===== config.mk =====
export PLATFORM = sky130hd
export DESIGN_NAME = en_delay_pipe
export DESIGN_NICKNAME = d
export VERILOG_FILES = /design/src/rtl/en_delay_pkg.sv /design/src/rtl/en_delay_stage.sv /design/src/rtl/en_delay_pipe.sv
export SDC_FILE = /design/constraint.sdc
export NUM_CORES = 1
export LEC_CHECK = 0
export ABC_CLOCK_PERIOD_IN_PS = 3300
export CAP_MARGIN = 10
export CORE_UTILIZATION = 34
export DETAILED_ROUTE_END_ITERATION = 6
export GPL_ROUTABILITY_DRIVEN = 0
export PLACE_DENSITY_LB_ADDON = 0.1
export SYNTH_ARGS = -nofsm -noshare
export SYNTH_HDL_FRONTEND = slang
export SYNTH_HIERARCHICAL = 1
export SYNTH_SLANG_ARGS = --single-unit

===== constraint.sdc =====
create_clock -name clk -period 3.3 [get_ports clk]
set_clock_uncertainty 0.2 [all_clocks]
set_input_delay 0.33 -clock clk [delete_from_list [all_inputs] [get_ports clk]]
set_output_delay 0.33 -clock clk [all_outputs]
set_load 0.01 [all_outputs]

===== src/rtl/en_delay_pkg.sv =====
// Shared types and helpers for the parametrised enable delay pipe.
// Holds the drain-tracking FSM encoding and the tap-select width function.
package en_delay_pkg;

    localparam int ST_W = 2;

    typedef enum logic [ST_W-1:0] {
        IDLE  = 2'd0,
        FILL  = 2'd1,
        DRAIN = 2'd2
    } state_t;

    function automatic int sel_w(input int depth);
        return (depth <= 2) ? 1 : $clog2(depth);
    endfunction

endpackage


===== src/rtl/en_delay_stage.sv =====
// One delay stage: a valid bit plus payload, with flush (priority) and stall.
module en_delay_stage #(
    parameter int DATA_W = 8
) (
    input  logic              clk,
    input  logic              rst,
    input  logic              stall,
    input  logic              flush,
    input  logic              valid_d,
    input  logic [DATA_W-1:0] data_d,
    output logic              valid_q,
    output logic [DATA_W-1:0] data_q
);

    always_ff @(posedge clk or negedge rst) begin
        if (!rst) begin
            valid_q <= 1'b0;
            data_q  <= '0;
        end else if (flush) begin
            valid_q <= 1'b0;
            data_q  <= '0;
        end else if (!stall) begin
            valid_q <= valid_d;
            data_q  <= data_d;
        end
    end

endmodule


===== src/rtl/en_delay_pipe.sv =====
// DEPTH-stage enable/payload delay line with runtime tap select and drain FSM.
// Optional occupancy counter is built only when EN_DELAY_OCC_EN is defined.
module en_delay_pipe
    import en_delay_pkg::*;
#(
    parameter  int DEPTH  = 15,
    parameter  int DATA_W = 8,
    localparam int SEL_W  = sel_w(DEPTH),
    localparam int OCC_W  = $clog2(DEPTH + 1)
) (
    input  logic              clk,
    input  logic              rst,
    input  logic              en_in,
    input  logic [DATA_W-1:0] data_in,
    input  logic              stall,
    input  logic              flush,
    input  logic [SEL_W-1:0]  tap_sel,
    output logic [DEPTH-1:0]  en_taps,
    output logic              en_out,
    output logic [DATA_W-1:0] data_out,
    output logic              busy,
    output logic              drained,
    output logic [ST_W-1:0]   state,
    output logic [OCC_W-1:0]  occ
);

    // en_in qualifies data_in on every advance cycle; there is no backpressure,
    // so anything presented during stall or flush is simply dropped.
    logic [DEPTH-1:0]  valid;
    logic [DATA_W-1:0] data [DEPTH];
    logic [DATA_W-1:0] stage0_d;
    logic [DEPTH-1:0]  shifted;
    state_t            st_q;

    assign stage0_d = en_in ? data_in : '0;
    assign shifted  = {valid[DEPTH-2:0], en_in};

    for (genvar k = 0; k < DEPTH; k++) begin : g_stage
        if (k == 0) begin : g_first
            en_delay_stage #(.DATA_W(DATA_W)) u_stage (
                .clk(clk), .rst(rst), .stall(stall), .flush(flush),
                .valid_d(en_in), .data_d(stage0_d),
                .valid_q(valid[k]), .data_q(data[k])
            );
        end else begin : g_rest
            en_delay_stage #(.DATA_W(DATA_W)) u_stage (
                .clk(clk), .rst(rst), .stall(stall), .flush(flush),
                .valid_d(valid[k-1]), .data_d(data[k-1]),
                .valid_q(valid[k]), .data_q(data[k])
            );
        end
    end

    assign en_taps = valid;
    assign busy    = |valid;
    assign state   = st_q;

    always_comb begin
        en_out   = 1'b0;
        data_out = '0;
        if (int'(tap_sel) < DEPTH) begin
            en_out   = valid[tap_sel];
            data_out = data[tap_sel];
        end
    end

    // Emptiness is judged on the post-shift vector so drained lines up with
    // the edge that actually pushed the last valid out of stage DEPTH-1.
    always_ff @(posedge clk or negedge rst) begin
        if (!rst) begin
            st_q    <= IDLE;
            drained <= 1'b0;
        end else begin
            drained <= 1'b0;
            if (flush) begin
                st_q <= IDLE;
            end else if (!stall) begin
                case (st_q)
                    IDLE: begin
                        if (en_in) st_q <= FILL;
                    end
                    FILL: begin
                        if (!en_in) begin
                            if (|shifted) begin
                                st_q <= DRAIN;
                            end else begin
                                st_q    <= IDLE;
                                drained <= 1'b1;
                            end
                        end
                    end
                    DRAIN: begin
                        if (en_in) begin
                            st_q <= FILL;
                        end else if (~|shifted) begin
                            st_q    <= IDLE;
                            drained <= 1'b1;
                        end
                    end
                    default: st_q <= IDLE;
                endcase
            end
        end
    end

`ifdef EN_DELAY_OCC_EN
    logic [OCC_W-1:0] occ_q;

    always_ff @(posedge clk or negedge rst) begin
        if (!rst) begin
            occ_q <= '0;
        end else if (flush) begin
            occ_q <= '0;
        end else if (!stall) begin
            occ_q <= occ_q + OCC_W'(en_in) - OCC_W'(valid[DEPTH-1]);
        end
    end

    assign occ = occ_q;
`else
    assign occ = '0;
`endif

endmodule


==> summary.md, run 1 <==
| Metric | Value |
|---|---|
| Outcome | complete, no violations |
| Finished Cell Area | 0.008214 mm2 |
| GRT Util Overall | 0.1606 |
| Hold Path Sink | g_stage[14].g_rest.u_stage/valid_q |
| PwrDens | 490.1 mW/mm2 |
| Hold crit path type | input port to register |
| Io pins | 49 |
| Fin crit period | 3.037 ns |
| H-tree depth | 4 |
| Post-route DRC | 0 |
| Met3 Resource Use GR | 0.03742 |
| Crit-path max FO | 36 |
| Distinct cells, synth | 30 |
| Vias in the first global route | 4603 |
| Core area | 0.01978 mm2 |
| # clock sinks | 138 |
| Maximum vdd drop | 348.8 uV |
| Wire per inst | 17.84 um |
| Register area share after synthesis | 0.4961 |
| Yosys reg bits | 138 |
| Row count | 51 |
| Routing usage on met1 | 0.2357 |
| Area grow syn2layout | 18.01% |
| P_leak | 3.928 nW |
| Port buffer count | 44 |
| Final setup viols | 0 |
| Worst Hold Launch | flush |
| RR Startpoint | state[0] |
| Clock Latency Late Sink | 0.42 ns |
| Slew headroom | 0.3464 |
| Yosys Warn Count | 6 |
| DR vias/cell | 4.957 |
| Vert. Die Dim | 145.1 um |
| DRC marker count from the first detailed-route iteration | 251 |
| Die Area | 0.02105 mm2 |
| Grt peak-use layer | met1 |
| First-pass GRT wire length | 26350 um |
| Clock transition at path regs | 0.06 ns |
| Setup bufs post-CTS | 0 |
| Largest net degree at the start of global routing | 92 |
| WP data required | 2.77 ns |
| Worst EP arrival | 2.51 ns |
| Layout cell share with drive strength beyond 1 | 0.1413 |
| DP Cell Count | 855 |
| Die width | 145.1 um |
| Ant. Diodes | 0 |
| Cells on Worst Hold Path | 2 |
| Met2 usage | 0.2346 |
| Setup CP Type | input port to primary output |
| Crit end category | primary output |
| CTS tree | built |
| Reg2Reg Setup Slack | 1.22 ns |
| Mapped Avg Cell Area | 12.13 um2 |
| Number of enable flip-flop cells after synthesis | 0 |
| Non-Filler Instances | 888 |
| Final Power | 4.026 mW |
| Max cap viols | 0 |
| Clk buf depth | 2 |
| Period utilisation layout | 0.9203 |
| Final hold viol count | 0 |
| Starting Density | 0.3519 |
| Cell count after synthesis | 574 |
| Global route overflow | 0 |
| WL final | 15840 um |
| Reg2reg path depth | 6 |
| CTS buffer count | 17 |
| Root Buffer | clkbuf_16 |
| DP HPWL | 10170 um |
| Max Fclk | 329.3 MHz |
| Tightest Pin Transition | 0.9804 ns |
| Nets | 631 |
| Ys flop type | dfrtp_1 |
| Mapped cell area | 0.006960 mm2 |
| Max Transition Viols Final | 0 |
| Vias | 4402 |
| First-pass DRT Iterations | 4 |
| Asr flop ratio synth | 1.000 |
| Critical R2R Capture | state[1] |
| Startpoint class of the critical path | input port |
| Placed cell areas | 0.007589 mm2 |
| Setup TNS Final | 0 ns |
| Antenna violations before repair | 0 |
| Routed Antenna Nets | 0 |
| RSZ-0062 raised after global routing | false |
critical path: stages:
cell and delay [ns]:
clkdlybuf4s50_1 0.51, buf_12 0.23, mux4_2 0.22, mux2i_1 0.06, o21ai_0 0.49, clkdlybuf4s50_1 0.66
cell type report:
cell class / count / area, um2
multi-input cells: 387 / 3173
fillers: 1896 / 11570
clock buffers: 17 / 425.4
flip-flops and latches: 138 / 3453
repair buffers: 64 / 633.1
inverters: 2 / 7.507
clock inverters: 15 / 190.2
well taps: 265 / 331.6
registers in the layout, summed over array words and instances (netlist names):
name,cells
g_stage.g_first.u_stage/valid_q,1
g_stage.g_rest.u_stage/data_q,112
state,2
g_stage.g_first.u_stage/data_q,8
drained,1
g_stage.g_rest.u_stage/valid_q,14
repair_timing:
action                     in CTS  in global routing
hold buffers                    1                  0
hold endpoints to repair       47                  0
gates resized for setup         0                  0
setup endpoints to repair       0                  0
cell usage in the layout, fill, tap and decap left out, types with 2 or more instances in the layout:
master,n
nand2_1,2
buf_12,4
clkdlybuf4s50_1,39
nor2_1,139
clkbuf_16,17
inv_6,4
clkinvlp_4,3
or4_4,2
dfrtp_1,138
mux4_2,26
bufinv_16,3
buf_6,2
or4_1,2
buf_2,2
clkinv_4,3
nand3b_1,9
buf_4,16
and2_1,8
o211ai_1,18
inv_1,2
ha_1,4
o21ai_0,9
conb_1,4
mux2i_1,153
report_power, final:
group	switching, mW	total (mW)	internal (mW)	leakage, nW
combinational	0.186	0.317	0.132	1.71
sequential	0.0136	1.72	1.70	1.92
clock	0.787	1.99	1.20	0.293
total	0.987	4.03	3.04	3.93
worst max path at each step:
| stage | start | to | slack (ns) |
|---|---|---|---|
| after floorplan | tap_sel[0] | en_out | 1.24 |
| after global placement | tap_sel[2] | data_out[1] | 0.26 |
| after detailed placement | tap_sel[2] | data_out[2] | 0.28 |
| after CTS | tap_sel[2] | data_out[2] | 0.28 |
| after global routing | tap_sel[2] | data_out[2] | 0.20 |
| final | tap_sel[2] | data_out[2] | 0.26 |
metrics by stage:
stage                     hold WS (ns)  setup WS, ns  utilization
after CTS                       0.1100        0.2801       0.4152
after floorplan                -0.1656         1.237            -
after global placement         0.09975        0.2572       0.3836
final                           0.1172        0.2629       0.4152
after detailed placement        0.1051        0.2764       0.3836
after global routing            0.1199        0.1958       0.4152
layer usage:
layer  vias up  share of wire
met1      2228           0.51
met4         0          0.013
met5         -              0
met2        72           0.44
li1       2091              -
met3        11          0.036
cell families after synthesis:
kind of cell,synth area share
buf+inv,0.04961
flops,0.4961
fa+ha+maj,0.007191
simple gates,0.1062
other cells,0.0005388
compound gates,0.03074
mux,0.3095
synthesized netlist by cell type (all sizes together) (2+ instances only):
| master | count | area, um2 |
|---|---|---|
| mux2i | 153 | 1531 |
| nand3b | 9 | 67.56 |
| buf | 43 | 311.5 |
| inv | 2 | 7.510 |
| mux4 | 27 | 611.8 |
| nor4 | 2 | 27.53 |
| nand2 | 2 | 7.510 |
| ha | 4 | 50.05 |
| dfrtp | 138 | 3453 |
| o21ai | 9 | 45.04 |
| or4 | 4 | 37.53 |
| clkbuf | 7 | 26.28 |
| o211ai | 18 | 135.1 |
| nor2 | 139 | 521.8 |
| and2 | 8 | 50.05 |
No activity file was read; power rests on OpenSTA's default activity.
==> run 2, diff against run 1 <==
- SLEW_MARGIN: unset -> 0
==> results of run 2 <==
No change in the layout: final DEF, timing and power equal those of run 1.
==> RTL edit 1, RTL diff (config.mk and constraints of run 2) <==
Change the parameter `DEPTH` from 15 to 17.
--- a/src/rtl/en_delay_pipe.sv
+++ b/src/rtl/en_delay_pipe.sv
@@ -4,5 +4,5 @@
     import en_delay_pkg::*;
 #(
-    parameter  int DEPTH  = 15,
+    parameter  int DEPTH  = 17,
     parameter  int DATA_W = 8,
     localparam int SEL_W  = sel_w(DEPTH),
Ports: changed (resized en_taps, occ and tap_sel); port bits go from 49 to 53. No check against the original RTL was run, so the function may have changed too.
==> RTL edit 1 against run 2 <==
Total power is 8.0% higher. Sequential cell count is 18 higher. Clock power hardly changed. Cell area is 11% higher. Non-clock buffer count is 3 higher. Area after synthesis is 13% higher. First-iteration DRC count is 2.8% lower. Wire length is 16% higher. Setup slack worse by 140 ps.
==> RTL edit 1: results (changes against run 2) <==
* CTS root buffer: clkbuf_16
* CTS Buffer Depth at 2 (unchanged)
* Nets at 712 (+13%)
* Clock-pin slew on the worst setup and hold paths at 60 ps (about the same)
* Post-CTS resize count at 0 (unchanged)
* Total CTS buffers at 17 (unchanged)
* Layout cell share with drive strength beyond 1 at 0.112 (-0.0289)
* H-Tree Depth at 4 (unchanged)
* Max VDD drop at 0.000296 V (-15%)
* Post-DP HPWL at 11800 um (+16%)
* # fillers at 2195 (+16%)
* Initial drt markers at 244 (-2.8%)
* DRT Pass-1 Iters at 4 (unchanged)
* Ys flop type: dfrtp_1
* Main area contributors after synthesis: dfrtp_1 (50%), mux2i_1 (21%), nor2_1 (7.6%), mux4_2 (5.5%), mux4_1 (3.0%)
* Leakage Power at 4.41 nW (+12%)
* FFs w/ async S/R, synth at 1.00 (unchanged)
* Worst path max stage delay at 680 ps (+20 ps)
* Post-CTS setup buffers at 0 (unchanged)
* Slowest CP cell: clkdlybuf4s50_1
* Critical Path AT at 2640 ps (+130 ps)
* Hold WC Path Type: input port to flip-flop
* Initial antenna violation count at 0 (unchanged)
* Largest net degree at the start of global routing at 157 (+71%)
* First-pass GRT wire length at 30000 um (+14%)
* Most flop-heavy register: g_stage.g_rest.u_stage/data_q
* Commonest cells post-synth: mux2i_1 (165), nor2_1 (159), dfrtp_1 (156)
* CP Max Fanout at 6 (-83%)
* Pre-CTS setup slack at 101 ps (-175 ps)
* Clk Latency, worst-skew pair at 430 ps
* Sequential-to-total area share from yosys stat at 0.497 (+0.00116)
* Vias in the first global route at 5187 (+13%)
* Placed Area at 8490 um^2 (+12%)
* Non-Filler Instances at 988 (+11%)
* Ant. Diodes at 0 (unchanged)
* Slew margin rel. at 0.399 (+0.0526)
* Vias/cell at 5.07 (+2.3%)
* Status: completed
* Regs by FF count: g_stage.g_rest.u_stage/data_q (128), g_stage.g_rest.u_stage/valid_q (16), g_stage.g_first.u_stage/data_q (8)
* Cell count after placement at 955 (+12%)
* Tot GR Track Use at 0.165 (+0.00489)
* Drt wl/cell at 18.5 um (+4.0%)
* Yosys cell types at 34 (+13%)
* Cells after Synth at 654 (+14%)
* IO buf count at 47 (+6.8%)
* CTS Hold Buffers Added at 1 (unchanged)
* Ys Warns at 6 (unchanged)
-- RTL edit 1: cell types whose count changed after synthesis, moves of 6 or more --
cell,delta
nor2_1,+20
dfrtp_1,+18
o211ai_1,-13
mux2i_1,+12
nor2b_1,+11
nand3b_1,-9
mux4_1,+8
o21ai_0,-8
mux4_2,-7
nor4_1,+7
a211oi_1,+6
-- RTL edit 1: area by class of cell --
cell class / count / area [um^2] / area share
multi-input combinational: 445 / 3560 / 0.391
clock inverter: 9 / 111 / 0.0122
sequential: 156 / 3900 / 0.429
timing repair buffer: 67 / 666 / 0.0732
inverter: 3 / 11.3 / 0.00124
tap: 285 / 357 / 0.0392
clock buffer: 23 / 488 / 0.0536
-- RTL edit 1: kinds of logic (layout without fill, tap and decap cells) --
| logic type | after synthesis | count (layout) | synth area share |
|---|---|---|---|
| simple gates | 207 | 207 | 0.112 |
| mux | 198 | 198 | 0.302 |
| flops | 156 | 156 | 0.497 |
| buf+inv | 57 | 102 | 0.0512 |
| compound gates | 31 | 31 | 0.0309 |
| fa+ha+maj | 4 | 4 | 0.00638 |
| other cells | 1 | 5 | 0.000478 |
-- RTL edit 1: path summary, 6_finish.rpt --
| check | cells after the start | from | slack (ps) | end |
|---|---|---|---|---|
| max in group asynchronous | 3 | rst | 1830 | g_stage[12].g_rest.u_stage/data_q[6]$_DFFE_PN0P_ |
| min reg2reg | 2 | g_stage[16].g_rest.u_stage/data_q[2]$_DFFE_PN0P_ | 330 | g_stage[16].g_rest.u_stage/data_q[2]$_DFFE_PN0P_ |
| max | 6 | tap_sel[2] | 130 | data_out[5] |
| min in group asynchronous | 3 | rst | 390 | g_stage[11].g_rest.u_stage/data_q[3]$_DFFE_PN0P_ |
| min | 2 | flush | 150 | g_stage[15].g_rest.u_stage/valid_q$_DFFE_PN0P_ |
| max reg2reg | 4 | g_stage[8].g_rest.u_stage/valid_q$_DFFE_PN0P_ | 1060 | state[0]$_DFFE_PN0P_ |
-- RTL edit 1: routing by layer --
layer / up-vias / GRT usage / share of wire
met5: - / 0 / 0
met4: 0 / 0.0419 / 0.0066
met2: 66 / 0.268 / 0.48
met1: 2574 / 0.223 / 0.49
li1: 2362 / - / -
met3: 6 / 0.0386 / 0.023
-- RTL edit 1: power breakdown --
group	switching, W	internal [W]
registers	0.0000185	0.00193
clock network	0.000796	0.00120
logic	0.000237	0.000169
-- RTL edit 1: worst max-delay path: cells and delay by family --
| kind | cells | cell delay, ps |
|---|---|---|
| AOI/OAI and AO/OA | 2 | 300 |
| muxes | 2 | 820 |
| buffers and inverters | 2 | 1180 |
==> RTL edit 2, RTL diff (config.mk and constraints of run 2) <==
Without the edit above. Add a define of `EN_DELAY_OCC_EN`.
--- a/src/rtl/en_delay_pipe.sv
+++ b/src/rtl/en_delay_pipe.sv
@@ -1,4 +1,6 @@
 // DEPTH-stage enable/payload delay line with runtime tap select and drain FSM.
 // Optional occupancy counter is built only when EN_DELAY_OCC_EN is defined.
+`define EN_DELAY_OCC_EN
+
 module en_delay_pipe
     import en_delay_pkg::*;
Function: changed (a bounded check fails within 4 cycles, from zero or initial values and one cycle with rst low).
==> RTL edit 2 against run 2 <==
Fmax increased by 6.5%. Sequential cell count grew 4. Count of clock-buffer cells in the layout rose by 3. Setup slack gained 190 ps. Clock power up 9%. Die area up 3.8%. Wire length increased by 2.4%. Area after synthesis is 3.8% higher. Global-route usage shrank 0.054 points. Total power increased by 6.5%. Critical path depth stayed put. Cell area rose by 4.3%. Critical path type unchanged. Critical endpoint is now data_out[6].
==> RTL edit 2: results (changes against run 2) <==
* H-Tree Depth at 4 (unchanged)
* Drt wl/cell at 17.6 um (-1.2%)
* Main area contributors after synthesis: dfrtp_1 (49%), mux2i_1 (21%), mux4_2 (8.1%), nor2_1 (7.4%), buf_6 (2.3%)
* Critical Path AT at 2320 ps (-190 ps)
* Placed Area at 7880 um^2 (+3.9%)
* Regs by FF count: g_stage.g_rest.u_stage/data_q (112), g_stage.g_rest.u_stage/valid_q (14), g_stage.g_first.u_stage/data_q (8)
* Max VDD drop at 0.000337 V (-3.3%)
* CTS root buffer: clkbuf_16
* Most flop-heavy register: g_stage.g_rest.u_stage/data_q
* Vias/cell at 5.04 (+1.6%)
* Clk Latency, worst-skew pair at 420 ps (about the same)
* Switching fraction of total power at 0.228 (-0.0166)
* Syn_nets at 627
* Post-synthesis cell area at 7230 um^2 (+3.8%)
* Ant. Diodes at 0 (unchanged)
* Post-CTS resize count at 0 (unchanged)
* Clock-pin slew on the worst setup and hold paths at 60 ps (about the same)
* Crit path max-delay family: buffers and inverters
* Initial antenna violation count at 0 (unchanged)
* Initial drt markers at 223 (-11%)
* Cells on worst reg2reg path at 7 (+1)
* Hold Path Stages at 2 (unchanged)
* Cell count after placement at 888 (+3.9%)
* Sequential-to-total area share from yosys stat at 0.492 (-0.00453)
* DRT Pass-1 Iters at 4 (unchanged)
* Pre-CTS setup slack at 447 ps (+170 ps)
* Ys flop type: dfrtp_1
* Layout cell share with drive strength beyond 1 at 0.134 (-0.00761)
* Post-DP HPWL at 10100 um (-0.97%)
* Tot GR Track Use at 0.160 (-0.000544)
* Status: completed
* Commonest cells post-synth: mux2i_1 (155), dfrtp_1 (142), nor2_1 (142)
* First-pass GRT wire length at 26700 um (+1.4%)
* Leakage Power at 4.08 nW (+3.8%)
* Non-Filler Instances at 921 (+3.7%)
* Slowest CP cell: clkdlybuf4s50_1
* Vias in the first global route at 4845 (+5.3%)
* Total CTS buffers at 17 (unchanged)
* CTS Buffer Depth at 2 (unchanged)
* Hold WC Path Type: input port to flip-flop
* Largest net degree at the start of global routing at 84 (-8.7%)
* CP Max Fanout at 36 (unchanged)
* Slew at the pin closest to its max-slew limit at 990 ps (+9.65 ps)
* Yosys cell types at 37 (+23%)
* Post-CTS setup buffers at 0 (unchanged)
* Nets at 664 (+5.2%)
* Worst path max stage delay at 610 ps (-50 ps)
* Ys Warns at 6 (unchanged)
* FFs w/ async S/R, synth at 1.00 (unchanged)
* IO buf count at 48 (+9.1%)
* CTS Hold Buffers Added at 1 (unchanged)
* Synth Area per Inst at 12.0 um^2 (-0.82%)
==> RTL edit 2: changes by cell type after synthesis, sizes merged, moves of 2 or more <==
| cell | delta |
|---|---|
| nor2b | +2 |
| mux2i | +2 |
| nor2 | +3 |
| ha | +4 |
| buf | -2 |
| inv | +5 |
| dfrtp | +4 |
| a211oi | +3 |
==> RTL edit 2: layout make-up <==
cell class                 instances  area [um^2]
clock buffer                      20          467
multi-input combinational        404         3330
tap                              270          338
inverter                           7         26.3
fill                            1974        12000
timing repair buffer              66          646
sequential                       142         3550
clock inverter                    12          208
==> RTL edit 2: cells by family (layout without fill, tap and decap cells) <==
| family | after synthesis | after routing | synth area share |
|---|---|---|---|
| AO/OA/AOI/OAI | 37 | 37 | 0.0355 |
| buffers and inverters | 55 | 105 | 0.0476 |
| AND/OR/NAND/NOR | 174 | 174 | 0.107 |
| XOR/XNOR | 1 | 1 | 0.00121 |
| adder cells (fa/ha/maj) | 9 | 9 | 0.0166 |
| flip-flops | 142 | 142 | 0.492 |
| multiplexers | 183 | 183 | 0.301 |
==> RTL edit 2: power by group through the flow <==
stage / sequential [W] / combinational (W) / clock, W
6_report: 0.00177 / 0.000348 / 0.00217
2_1_floorplan: 0.00180 / 0.000219 / 0
3_5_place_dp: 0.00180 / 0.000355 / 0
4_1_cts: 0.00177 / 0.000358 / 0.00222
5_1_grt: 0.00177 / 0.000381 / 0.00231
3_3_place_gp: 0.00180 / 0.000351 / 0
==> RTL edit 2: routing by layer <==
| layer | part of all wire | GRT usage | up-vias |
|---|---|---|---|
| met2 | 0.48 | 0.258 | 65 |
| li1 | - | - | 2188 |
| met4 | 0.011 | 0.0485 | 0 |
| met1 | 0.48 | 0.215 | 2374 |
| met3 | 0.031 | 0.0352 | 13 |
| met5 | 0 | 0 | - |
==> RTL edit 2: worst paths after layout <==
check                      slack [ps]                                               end                                             start
hold reg to reg                   330  g_stage[14].g_rest.u_stage/data_q[2]$_DFFE_PN0P_  g_stage[14].g_rest.u_stage/data_q[2]$_DFFE_PN0P_
max in group asynchronous        1770                                 drained$_DFF_PN0_                                               rst
setup / recovery                  450                                       data_out[6]                                        tap_sel[2]
min in group asynchronous         280  g_stage[12].g_rest.u_stage/data_q[3]$_DFFE_PN0P_                                               rst
hold / removal                    240     g_stage[4].g_rest.u_stage/valid_q$_DFFE_PN0P_                                             flush
setup reg to reg                 1150                                occ[2]$_DFFE_PN0P_    g_stage[14].g_rest.u_stage/valid_q$_DFFE_PN0P_
==> RTL edit 2: worst register-to-register path: cells and delay by family, from the launching register on <==
kind | cells | cell delay, ps
compound gates | 1 | 240
xor+xnor | 1 | 170
fa+ha+maj | 3 | 920
buf+inv | 1 | 40
flops | 1 | 430
simple gates | 1 | 50
